--- config.mk ---
export PLATFORM = sky130hd
export DESIGN_NAME = barrel_coord_gen_flat
export DESIGN_NICKNAME = d
export VERILOG_FILES = /design/src/rtl/barrel_coord_gen_pkg.sv /design/src/rtl/barrel_coord_gen_if.sv /design/src/rtl/barrel_radial_scale.sv /design/src/rtl/barrel_coord_gen.sv /design/src/flat_wrapper.sv
export SDC_FILE = /design/constraint.sdc
export NUM_CORES = 2
export LEC_CHECK = 0
export BUFFER_PORTS_ARGS = -buffer_cell sky130_fd_sc_hd__buf_2
export CAP_MARGIN = 0
export CORE_MARGIN = 2
export CORE_UTILIZATION = 35
export DETAILED_ROUTE_END_ITERATION = 7
export SYNTH_ARGS = -nofsm -noshare
export SYNTH_HDL_FRONTEND = slang
export SYNTH_SLANG_ARGS = --single-unit
--- constraint.sdc ---
create_clock -name clk -period 10.34 [get_ports clk]
set_clock_uncertainty 0.05 [all_clocks]
set_input_delay 1.551 -clock clk [delete_from_list [all_inputs] [get_ports clk]]
set_output_delay 1.551 -clock clk [all_outputs]
set_load 0.1 [all_outputs]
--- src/rtl/barrel_coord_gen_pkg.sv ---
// Shared constants, FSM encoding and clamp helpers for the barrel-distortion
// coordinate generator and its memory-interface neighbour.
package barrel_pkg;

    localparam int COORD_W    = 12;
    localparam int SCALE_FRAC = 16;
    localparam int SCALE_ONE  = 65536;
    localparam int SCALE_MAX  = 131071;

    localparam int K_W     = 16;
    localparam int DELTA_W = 13;
    localparam int R2_W    = 21;
    localparam int SCALE_W = 18;
    localparam int SQ_W    = 2 * DELTA_W;
    localparam int KR_W    = K_W + R2_W + 1;
    localparam int PX_W    = DELTA_W + SCALE_W;

    typedef enum logic [1:0] {
        IDLE     = 2'd0,
        WAIT_BUF = 2'd1,
        RUN      = 2'd2,
        DRAIN    = 2'd3
    } barrel_state_e;

    function automatic logic [COORD_W-1:0] clamp_coord(input int v, input int hi);
        if (v < 0)       return '0;
        else if (v > hi) return COORD_W'(hi);
        else             return COORD_W'(v);
    endfunction

    function automatic logic out_of_range(input int v, input int hi);
        return (v < 0) || (v > hi);
    endfunction

endpackage

--- src/rtl/barrel_coord_gen_if.sv ---
// Control and coordinate-request bundle of barrel_coord_gen; Math_OOB exists
// only when BARREL_COORD_OOB_EN is defined.
interface barrel_coord_gen_if;
    import barrel_pkg::*;

    // Math_Valid/coord_ready: a coordinate transfers on a clock edge where both
    // are high; once Math_Valid is up, Math_X/Math_Y/Math_OOB hold until then.
    logic                      start;
    logic signed [K_W-1:0]     k_coef;
    logic                      buf_ready;
    logic                      coord_ready;
    logic [COORD_W-1:0]        Math_X;
    logic [COORD_W-1:0]        Math_Y;
    logic                      Math_Valid;
    logic                      busy;
    logic                      frame_done;
    barrel_state_e             dbg_state;
`ifdef BARREL_COORD_OOB_EN
    logic                      Math_OOB;
`endif

    modport slave (
        input  start, k_coef, buf_ready, coord_ready,
        output Math_X, Math_Y, Math_Valid, busy, frame_done, dbg_state
`ifdef BARREL_COORD_OOB_EN
        , output Math_OOB
`endif
    );

    modport master (
        output start, k_coef, buf_ready, coord_ready,
        input  Math_X, Math_Y, Math_Valid, busy, frame_done, dbg_state
`ifdef BARREL_COORD_OOB_EN
        , input Math_OOB
`endif
    );

endinterface

--- src/rtl/barrel_radial_scale.sv ---
// Stages S2-S3: r^2 from the centre offsets, then the saturated radial scale
// 1 + k*r^2 in Q.16. All registers freeze while en_i is low.
module barrel_radial_scale
    import barrel_pkg::*;
#(
    parameter int R2_SHIFT = 20
) (
    input  logic                      clk,
    input  logic                      reset_n,
    input  logic                      en_i,
    input  logic                      valid_i,
    input  logic signed [DELTA_W-1:0] dx_i,
    input  logic signed [DELTA_W-1:0] dy_i,
    input  logic signed [K_W-1:0]     k_i,
    output logic                      valid_o,
    output logic signed [DELTA_W-1:0] dx_o,
    output logic signed [DELTA_W-1:0] dy_o,
    output logic signed [SCALE_W-1:0] scale_o,
    output logic                      busy_o
);

    logic                      v2_q, v3_q;
    logic signed [DELTA_W-1:0] dx2_q, dy2_q, dx3_q, dy3_q;
    logic [R2_W-1:0]           r2_q;
    logic signed [SCALE_W-1:0] scale_q;

    logic signed [SQ_W-1:0]    dx_sq, dy_sq;
    logic [R2_W-1:0]           r2_d;
    logic signed [KR_W-1:0]    kr2, kr2_sh, scale_sum;
    logic signed [SCALE_W-1:0] scale_d;

    always_comb begin
        dx_sq     = SQ_W'(dx_i) * SQ_W'(dx_i);
        dy_sq     = SQ_W'(dy_i) * SQ_W'(dy_i);
        r2_d      = R2_W'(dx_sq + dy_sq);
        // r2 is unsigned; widen with a zero MSB so the product stays signed-correct
        kr2       = KR_W'(k_i) * KR_W'($signed({1'b0, r2_q}));
        kr2_sh    = kr2 >>> R2_SHIFT;
        scale_sum = kr2_sh + KR_W'(SCALE_ONE);
        if (scale_sum < 0)                       scale_d = '0;
        else if (scale_sum > KR_W'(SCALE_MAX))   scale_d = SCALE_W'(SCALE_MAX);
        else                                     scale_d = SCALE_W'(scale_sum);
    end

    always_ff @(posedge clk or negedge reset_n) begin
        if (!reset_n) begin
            v2_q    <= 1'b0;
            dx2_q   <= '0;
            dy2_q   <= '0;
            r2_q    <= '0;
            v3_q    <= 1'b0;
            dx3_q   <= '0;
            dy3_q   <= '0;
            scale_q <= '0;
        end else if (en_i) begin
            v2_q    <= valid_i;
            dx2_q   <= dx_i;
            dy2_q   <= dy_i;
            r2_q    <= r2_d;
            v3_q    <= v2_q;
            dx3_q   <= dx2_q;
            dy3_q   <= dy2_q;
            scale_q <= scale_d;
        end
    end

    assign valid_o = v3_q;
    assign dx_o    = dx3_q;
    assign dy_o    = dy3_q;
    assign scale_o = scale_q;
    assign busy_o  = v2_q | v3_q;

endmodule

--- src/rtl/barrel_coord_gen.sv ---
// Raster-order barrel-distortion source-coordinate generator, 4-stage pipeline.
// Define BARREL_COORD_OOB_EN to add the Math_OOB clamp flag.
module barrel_coord_gen
    import barrel_pkg::*;
#(
    parameter int WIDTH    = 1080,
    parameter int HEIGHT   = 960,
    parameter int CX       = 540,
    parameter int CY       = 480,
    parameter int R2_SHIFT = 20
) (
    input  logic               clk,
    input  logic               reset_n,
    barrel_coord_gen_if.slave  bus
);

    localparam logic [COORD_W-1:0]        X_LAST = COORD_W'(WIDTH - 1);
    localparam logic [COORD_W-1:0]        Y_LAST = COORD_W'(HEIGHT - 1);
    localparam logic signed [DELTA_W-1:0] CX_S   = DELTA_W'(CX);
    localparam logic signed [DELTA_W-1:0] CY_S   = DELTA_W'(CY);

    barrel_state_e             state_q;
    logic [COORD_W-1:0]        out_x_q, out_y_q;
    logic signed [K_W-1:0]     k_q;
    logic                      frame_done_q;

    logic                      v1_q;
    logic signed [DELTA_W-1:0] dx1_q, dy1_q;

    logic                      v3, pipe_busy;
    logic signed [DELTA_W-1:0] dx3, dy3;
    logic signed [SCALE_W-1:0] scale3;

    logic                      mv_q;
    logic [COORD_W-1:0]        mx_q, my_q;

    logic                      en, issue, last_pix;
    logic signed [PX_W-1:0]    px, py;
    int                        sx, sy;

    // Only a held, unaccepted output coordinate stalls the whole pipe
    assign en       = ~(mv_q & ~bus.coord_ready);
    assign issue    = (state_q == RUN) & bus.buf_ready;
    assign last_pix = (out_x_q == X_LAST) && (out_y_q == Y_LAST);

    always_ff @(posedge clk or negedge reset_n) begin
        if (!reset_n) begin
            state_q      <= IDLE;
            out_x_q      <= '0;
            out_y_q      <= '0;
            k_q          <= '0;
            frame_done_q <= 1'b0;
        end else begin
            frame_done_q <= 1'b0;
            case (state_q)
                IDLE: if (bus.start) begin
                    k_q     <= bus.k_coef;
                    out_x_q <= '0;
                    out_y_q <= '0;
                    state_q <= WAIT_BUF;
                end
                WAIT_BUF: if (bus.buf_ready) state_q <= RUN;
                RUN: if (en && issue) begin
                    if (last_pix) begin
                        state_q <= DRAIN;
                    end else if (out_x_q == X_LAST) begin
                        out_x_q <= '0;
                        out_y_q <= out_y_q + 1'b1;
                    end else begin
                        out_x_q <= out_x_q + 1'b1;
                    end
                end
                // Nothing is issued in DRAIN, so a lone accepted output is the last pixel
                DRAIN: if (mv_q && bus.coord_ready && !v1_q && !pipe_busy) begin
                    frame_done_q <= 1'b1;
                    state_q      <= IDLE;
                end
                default: state_q <= IDLE;
            endcase
        end
    end

    always_ff @(posedge clk or negedge reset_n) begin
        if (!reset_n) begin
            v1_q  <= 1'b0;
            dx1_q <= '0;
            dy1_q <= '0;
        end else if (en) begin
            v1_q  <= issue;
            dx1_q <= $signed({1'b0, out_x_q}) - CX_S;
            dy1_q <= $signed({1'b0, out_y_q}) - CY_S;
        end
    end

    barrel_radial_scale #(
        .R2_SHIFT (R2_SHIFT)
    ) u_scale (
        .clk     (clk),
        .reset_n (reset_n),
        .en_i    (en),
        .valid_i (v1_q),
        .dx_i    (dx1_q),
        .dy_i    (dy1_q),
        .k_i     (k_q),
        .valid_o (v3),
        .dx_o    (dx3),
        .dy_o    (dy3),
        .scale_o (scale3),
        .busy_o  (pipe_busy)
    );

    // Arithmetic shift floors toward -inf, so offsets left/above the centre round outward
    always_comb begin
        px = PX_W'(dx3) * PX_W'(scale3);
        py = PX_W'(dy3) * PX_W'(scale3);
        sx = CX + int'(px >>> SCALE_FRAC);
        sy = CY + int'(py >>> SCALE_FRAC);
    end

    always_ff @(posedge clk or negedge reset_n) begin
        if (!reset_n) begin
            mv_q <= 1'b0;
            mx_q <= '0;
            my_q <= '0;
        end else if (en) begin
            mv_q <= v3;
            mx_q <= clamp_coord(sx, WIDTH - 1);
            my_q <= clamp_coord(sy, HEIGHT - 1);
        end
    end

`ifdef BARREL_COORD_OOB_EN
    logic oob_q;

    always_ff @(posedge clk or negedge reset_n) begin
        if (!reset_n)  oob_q <= 1'b0;
        else if (en)   oob_q <= out_of_range(sx, WIDTH - 1) | out_of_range(sy, HEIGHT - 1);
    end

    assign bus.Math_OOB = oob_q;
`endif

    assign bus.Math_X     = mx_q;
    assign bus.Math_Y     = my_q;
    assign bus.Math_Valid = mv_q;
    assign bus.busy       = (state_q != IDLE);
    assign bus.frame_done = frame_done_q;
    assign bus.dbg_state  = state_q;

endmodule
--- src/flat_wrapper.sv ---
// flat-port wrapper written by rule: the top's interface ports become plain ports
module barrel_coord_gen_flat import barrel_pkg::*;
#(
    parameter int WIDTH    = 1080,
    parameter int HEIGHT   = 960,
    parameter int CX       = 540,
    parameter int CY       = 480,
    parameter int R2_SHIFT = 20
)
  (clk, reset_n, bus_start, bus_k_coef, bus_buf_ready, bus_coord_ready, bus_Math_X, bus_Math_Y, bus_Math_Valid, bus_busy, bus_frame_done, bus_dbg_state);
  barrel_coord_gen_if bus_i ();
  input  logic clk;
  input  logic reset_n;
  input wire logic [$bits(bus_i.start)-1:0] bus_start;
  input wire logic [$bits(bus_i.k_coef)-1:0] bus_k_coef;
  input wire logic [$bits(bus_i.buf_ready)-1:0] bus_buf_ready;
  input wire logic [$bits(bus_i.coord_ready)-1:0] bus_coord_ready;
  output wire logic [$bits(bus_i.Math_X)-1:0] bus_Math_X;
  output wire logic [$bits(bus_i.Math_Y)-1:0] bus_Math_Y;
  output wire logic [$bits(bus_i.Math_Valid)-1:0] bus_Math_Valid;
  output wire logic [$bits(bus_i.busy)-1:0] bus_busy;
  output wire logic [$bits(bus_i.frame_done)-1:0] bus_frame_done;
  output wire logic [$bits(bus_i.dbg_state)-1:0] bus_dbg_state;
  assign bus_i.start = bus_start;
  assign bus_i.k_coef = bus_k_coef;
  assign bus_i.buf_ready = bus_buf_ready;
  assign bus_i.coord_ready = bus_coord_ready;
  assign bus_Math_X = bus_i.Math_X;
  assign bus_Math_Y = bus_i.Math_Y;
  assign bus_Math_Valid = bus_i.Math_Valid;
  assign bus_busy = bus_i.busy;
  assign bus_frame_done = bus_i.frame_done;
  assign bus_dbg_state = bus_i.dbg_state;
  barrel_coord_gen #(.WIDTH(WIDTH), .HEIGHT(HEIGHT), .CX(CX), .CY(CY), .R2_SHIFT(R2_SHIFT)) u_core (.clk(clk), .reset_n(reset_n), .bus(bus_i));
endmodule
Word level (Yosys, flattened, before mapping)
Index checks and enable logic that the tools add are counted.

operators by class
  reductions and logical operators = 14
  magnitude comparators = 6
  multipliers = 5
  equal/unequal tests = 12
  add/sub/neg operators = 8
  mux-type cells = 23
  bitwise operators = 5

operators by type and width
  kind                                                                     count
  12-bit 2-to-1 mux                                                        11
  32-bit by 1-bit < comparator with 1-bit output (second input constant)   2
  13-bit by 18-bit multiplier with 31-bit output                           2
  12-bit case mux with 2 select lines                                      2
  13-bit by 13-bit multiplier with 21-bit output                           2
  16-bit by 22-bit multiplier with 38-bit output                           1
  18-bit 2-to-1 mux                                                        2
  32-bit by 11-bit > comparator with 1-bit output (second input constant)  1
  32-bit by 12-bit > comparator with 1-bit output (second input constant)  1
  12-bit by 1-bit adder with 12-bit output (second input constant)         2
  21-bit adder                                                             1
  18-bit by 18-bit adder with 19-bit output (second input constant)        1
  19-bit by 18-bit > comparator with 1-bit output (second input constant)  1
  19-bit by 1-bit < comparator with 1-bit output (second input constant)   1
  10-bit by 15-bit adder with 16-bit output (first input constant)         1
  11-bit by 15-bit adder with 16-bit output (first input constant)         1
  12-bit by 10-bit subtractor with 13-bit output (second input constant)   1
  12-bit by 9-bit subtractor with 13-bit output (second input constant)    1
  12-bit by 10-bit == test with 1-bit output (second input constant)       1
  12-bit by 11-bit == test with 1-bit output (second input constant)       1
  2-bit 2-to-1 mux                                                         5
  2-bit != test (second input constant)                                    5
  5-bit AND reduction                                                      2
  2-bit case mux with 4 select lines                                       1
  13 further kinds                                                         24

storage, ports and cells
  word-level logic and storage cells = 92
  flip-flop bits (word level) = 188
  input port bits = 21
  output and inout port bits = 29

Logic depth before layout (Yosys ltp)
  depth after elaboration = 6
  gate-level depth with buffers = 33
  depth with buffers taken out = 31

Hierarchy
From an unflattened synthesis, not the netlist that was laid out.

second synthesis, totals
  cell total of the unflattened synthesis = 4,854
  area total of the unflattened synthesis = 45,723.9 um2

by module, submodules not included
  module               sequential area each (um2)  area an instance (um2)  cells each  instances
  barrel_radial_scale  2,327.2                     24,145.7                2,525       1
  barrel_coord_gen     2,377.3                     21,578.2                2,329       1

Worst setup path before layout
Ideal clock, no wire load.

  path kind = register to register
  from = reg u_core.u_scale.dx3_q[4], in the netlist u_core.u_scale.dx_o[4]
  to = reg u_core.mx_q[6], in the netlist u_core.bus.Math_X[6]
  clock period less this slack = 7.696 ns
  required time = 10.168 ns
  stages on the path, launching flop included = 30
  setup time = 0.122 ns
  arrival = 7.524 ns
  buffers on the path = 2
  path slack = 2.644 ns
  cell sequence = dfrtp_1 -> clkbuf_1 -> clkbuf_1 -> nand2_1 -> fa_1 -> fa_1 -> inv_1 -> fa_1 -> fa_1 -> fa_1 -> fa_1 -> ha_1 -> a21o_1 -> a221oi_2 -> nor4b_4 -> a21oi_2 -> a31oi_4 -> xnor2_1 -> inv_1 -> ha_1 -> and3_1 -> a31oi_1 -> o21ai_0 -> nor2_1 -> nand3_1 -> o41a_1 -> o211a_1 -> a211oi_4 -> a211o_4 -> o21ai_2

on the way
  word-level cells in the longest chain between the ends = 5
  elaborated cells between the ends (all ways) = 6
  those cells by class = add/sub: 1; mul: 1; order compare: 2; mux: 2

ends and longest elaborated chain
  item                                              line                        source
  start, declared                                   barrel_radial_scale.sv:23   logic signed [DELTA_W-1:0] dx2_q, dy2_q, dx3_q, dy3_q;
  start signal, assigned                            barrel_radial_scale.sv:61   dx3_q <= dx2_q;
  13-bit by 18-bit multiplier with 31-bit output *  barrel_coord_gen.sv:114     px = PX_W'(dx3) * PX_W'(scale3);
  11-bit by 15-bit adder with 16-bit output *       barrel_coord_gen.sv:116     sx = CX + int'(px >>> SCALE_FRAC);
  32-bit by 12-bit > comparator with 1-bit output   barrel_coord_gen_pkg.sv:27  else if (v > hi) return COORD_W'(hi);
  12-bit 2-to-1 mux                                 barrel_coord_gen_pkg.sv:27
  12-bit 2-to-1 mux *                               barrel_coord_gen_pkg.sv:26  if (v < 0) return '0;
  end signal, assigned                              barrel_coord_gen.sv:127     mx_q <= clamp_coord(sx, WIDTH - 1);
  end, declared                                     barrel_coord_gen.sv:35      logic [COORD_W-1:0] mx_q, my_q;

Every way passes the cells marked *; elsewhere a longest branch is shown, timed or not.
A chain may end at the register's enable or synchronous reset.

Worst setup path in the final report
  from = reg u_core.u_scale.scale_q[8], in the netlist u_core.u_scale.scale_o[8]
  to = reg u_core.mx_q[0], in the netlist u_core.bus.Math_X[0]

on the way
  word-level cells in the longest chain between the ends = 5
  elaborated cells between the ends (all ways) = 6
  those cells by class = add/sub: 1; mul: 1; order compare: 2; mux: 2

ends and longest elaborated chain
  item                                              line                        source
  start, declared                                   barrel_radial_scale.sv:25   logic signed [SCALE_W-1:0] scale_q;
  start signal, assigned                            barrel_radial_scale.sv:63   scale_q <= scale_d;
  13-bit by 18-bit multiplier with 31-bit output *  barrel_coord_gen.sv:114
  11-bit by 15-bit adder with 16-bit output *       barrel_coord_gen.sv:116
  32-bit by 12-bit > comparator with 1-bit output   barrel_coord_gen_pkg.sv:27
  12-bit 2-to-1 mux                                 barrel_coord_gen_pkg.sv:27
  12-bit 2-to-1 mux *                               barrel_coord_gen_pkg.sv:26

Marks and branches as above.

==> results.json <==
{
  "outcome": "complete, no violations",
  "grt.total_usage": 0.173,
  "ys.warnings.count": 0,
  "die-area_um2": 132000,
  "worst_setup_path_start_kind": "flop",
  "rr_worst_depth": 27,
  "layout_min_cycle_time_ps": 8710,
  "yosys-top-cells-area": "fa_1 (42%), ha_1 (11%), dfrtp_1 (10%)",
  "grt_overflow_total": 0,
  "gp_congestion": 0.840,
  "dieHeight_um": 364,
  "vias": 31358,
  "clock_latency_ps": 530,
  "fmax_mhz": 115,
  "synth_top_area_share": 0.423,
  "portBuffers": 49,
  "wl_per_cell_um": 16.6,
  "rr_startpoint": "u_core.u_scale.scale_o[8]",
  "netlist_area_um2": 45200,
  "grt_pass1_vias": 34432,
  "antenna_found_initial": 2,
  "finalCritPeriodShare": 0.842,
  "cts_tree": "built",
  "post-cts-setup-buffers": 0,
  "tns_ps": 0,
  "core_area_um2": 128000,
  "ant_nets": 0,
  "final_cell_mix": "inv_1 (1079), fa_1 (957), nand2_1 (768)",
  "start_util": 0.354,
  "yosys.area.top_type": "fa_1",
  "rows": 131,
  "relSlewSlack": 0.275,
  "routed_wl_um": 108000,
  "hold-path-cell-count": 2,
  "grt_pass1_wl_um": 182000,
  "worst_setup_path_end_kind": "flop",
  "r2r_slack_ps": 1630,
  "cp.arrival_ps": 9080,
  "drv_cap": 0,
  "vias_per_cell": 4.83,
  "maxSlewViolCount": 0,
  "nNetsFinal": 6177,
  "r2r-end": "u_core.bus.Math_X[0]",
  "crit_required_ps": 10720,
  "htree_levels": 4,
  "worstMarginPinSlew_ps": 1090,
  "hold_violations": 0,
  "syn2layout_area_growth_pct": 5.29,
  "dr.first_iter.drc_count": 1732,
  "avgSynthCellArea_um2": 9.17,
  "grt_max_degree": 88,
  "fill_cells": 12958,
  "rsz0062_at_grt": "false",
  "synth-seq-cells": 188,
  "synth-async-reset-ratio": 1.00,
  "post-route-drc-count": 0,
  "hold_class": "flop to flop",
  "ys_types": 97,
  "root_buffer": "clkbuf_16",
  "cts_made_buffers": 17,
  "holdPathEnd": "u_core.u_scale.dx2_q[1]",
  "clkTransAtPathRegs_ps": 90,
  "setup_violations": 0,
  "ys_seq_area_frac": 0.104,
  "ioPinCount": 50,
  "synth-edff-count": 0,
  "clock_sinks": 188,
  "syn_nets": 6298,
  "drive_above_1_share": 0.0375,
  "layout_commonest_cell": "inv_1",
  "worst-setup-path-type": "flop to flop",
  "die_w_um": 364,
  "clockBufferDepth": 2,
  "ctsHoldBuffers": 0,
  "place_hpwl_um": 85000,
  "hold_start": "u_core.u_scale.dx2_q[1]",
  "synthCells": 4932,
  "cts-resized-gates": 0,
  "drtPass1Iterations": 5,
  "crit_fanout": 27,
  "synth-main-ff-cell": "dfrtp_1"
}
-- per-layer routing --
metal  up-vias  routed length [µm]  global-route usage
li1      14477                   -                   -
met1     16164               49500               0.237
met2       593               51300               0.287
met3       124                4570              0.0223
met4         0                2550              0.0501
met5         -                   0                   0
-- critical path, stage by stage, from the launching register on --
cell and delay (ps):
dfrtp_1 1010, nand2_1 180, fa_1 550, fa_1 530, inv_1 60, fa_1 570
fa_1 440, fa_1 550, fa_1 440, ha_1 230, a21o_1 210, a221oi_2 180
nor4b_4 260, a21oi_2 150, a31oi_4 270, xnor2_1 280, inv_1 170, ha_1 320
and3_1 220, a31oi_1 130, o21ai_0 140, nor2_1 250, nand3_1 170, o41a_1 400
o211a_1 160, a211oi_4 390, nor3_1 100, a211oi_1 230
-- worst max-delay path by stage --
stage / startpoint / endpoint / slack, ps / depth (start not counted)
5_1_grt: u_core.u_scale.scale_o[7] / u_core.bus.Math_X[0] / 1070 / 27
4_1_cts: u_core.u_scale.scale_o[8] / u_core.bus.Math_X[0] / 1700 / 27
3_5_place_dp: u_core.u_scale.scale_o[8] / u_core.bus.Math_X[4] / 1750 / 27
3_3_place_gp: u_core.u_scale.scale_o[9] / u_core.bus.Math_X[7] / 1910 / 30
2_1_floorplan: u_core.u_scale.dx_o[4] / u_core.bus.Math_X[6] / 2640 / 29
6_report: u_core.u_scale.scale_o[8] / u_core.bus.Math_X[0] / 1630 / 27
-- through the flow --
| step | setup slack (ps) | hold WS, ps | instance area (µm²) | util | instances |
|---|---|---|---|---|---|
| after floorplan | 2640 | 389 | 45200 | - | 4932 |
| after global placement | 1910 | 399 | 47000 | 0.368 | 6454 |
| after detailed placement | 1750 | 405 | 47000 | 0.368 | 6454 |
| after CTS | 1700 | 427 | 47600 | 0.373 | 6486 |
| after global routing | 1070 | 441 | 47600 | 0.373 | 6486 |
| final | 1630 | 423 | 47600 | 0.373 | 6487 |
-- sequential cells by signal (all words and copies together), names as in the netlist, 13 cells and up --
| register | count |
|---|---|
| u_core.k_q | 16 |
| u_core.u_scale.scale_o | 18 |
| u_core.u_scale.dx2_q | 13 |
| u_core.u_scale.r2_q | 21 |
| u_core.dy1_q | 13 |
| u_core.u_scale.dy2_q | 13 |
| u_core.dx1_q | 13 |
| u_core.u_scale.dy_o | 13 |
| u_core.u_scale.dx_o | 13 |
-- final cells by class --
cell class / instances / area [µm²] / share of cell area
Clock buffer: 17 / 425 / 0.00893
Clock inverter: 15 / 216 / 0.00454
Inverter: 1080 / 4050 / 0.0851
Antenna cell: 1 / 2.50 / 0.0000525
Timing Repair Buffer: 84 / 531 / 0.0111
Multi-Input combinational cell: 3440 / 35600 / 0.748
Sequential cell: 188 / 4700 / 0.0988
Tap cell: 1662 / 2080 / 0.0437
-- cell usage after synthesis, drive strengths merged, types with 4 or more instances --
cell / instances
buf: 30
ha: 388
a211oi: 23
and4: 6
inv: 1079
and3: 14
o21bai: 17
and2: 406
nor2: 153
mux2i: 7
nand3: 43
nand2b: 35
nand4: 19
nor3b: 6
a211o: 4
fa: 957
a31oi: 16
nor2b: 22
or3: 11
nor4: 11
o31ai: 12
a21boi: 4
clkbuf: 194
a21o: 34
mux2: 19
o221a: 9
a21oi: 86
o41ai: 4
xor2: 65
nor3: 27
o21ai: 94
or2: 7
dfrtp: 188
nand2: 768
o21a: 9
xnor2: 91
nor4b: 4
o211ai: 11
nand3b: 7
-- cells by family after synthesis --
kind of cell	share of synthesized area
DFF	0.104
and+or+nand+nor	0.164
buffers and inverters	0.109
AOI/OAI and AO/OA	0.0553
xor gates and xnor gates	0.0307
muxes	0.00636
adders and majority gates	0.531
other	0.0000829
Power is left out: the tool's default activity adds up to more than one toggle a clock period on the data nets, which glitch-free logic cannot reach.
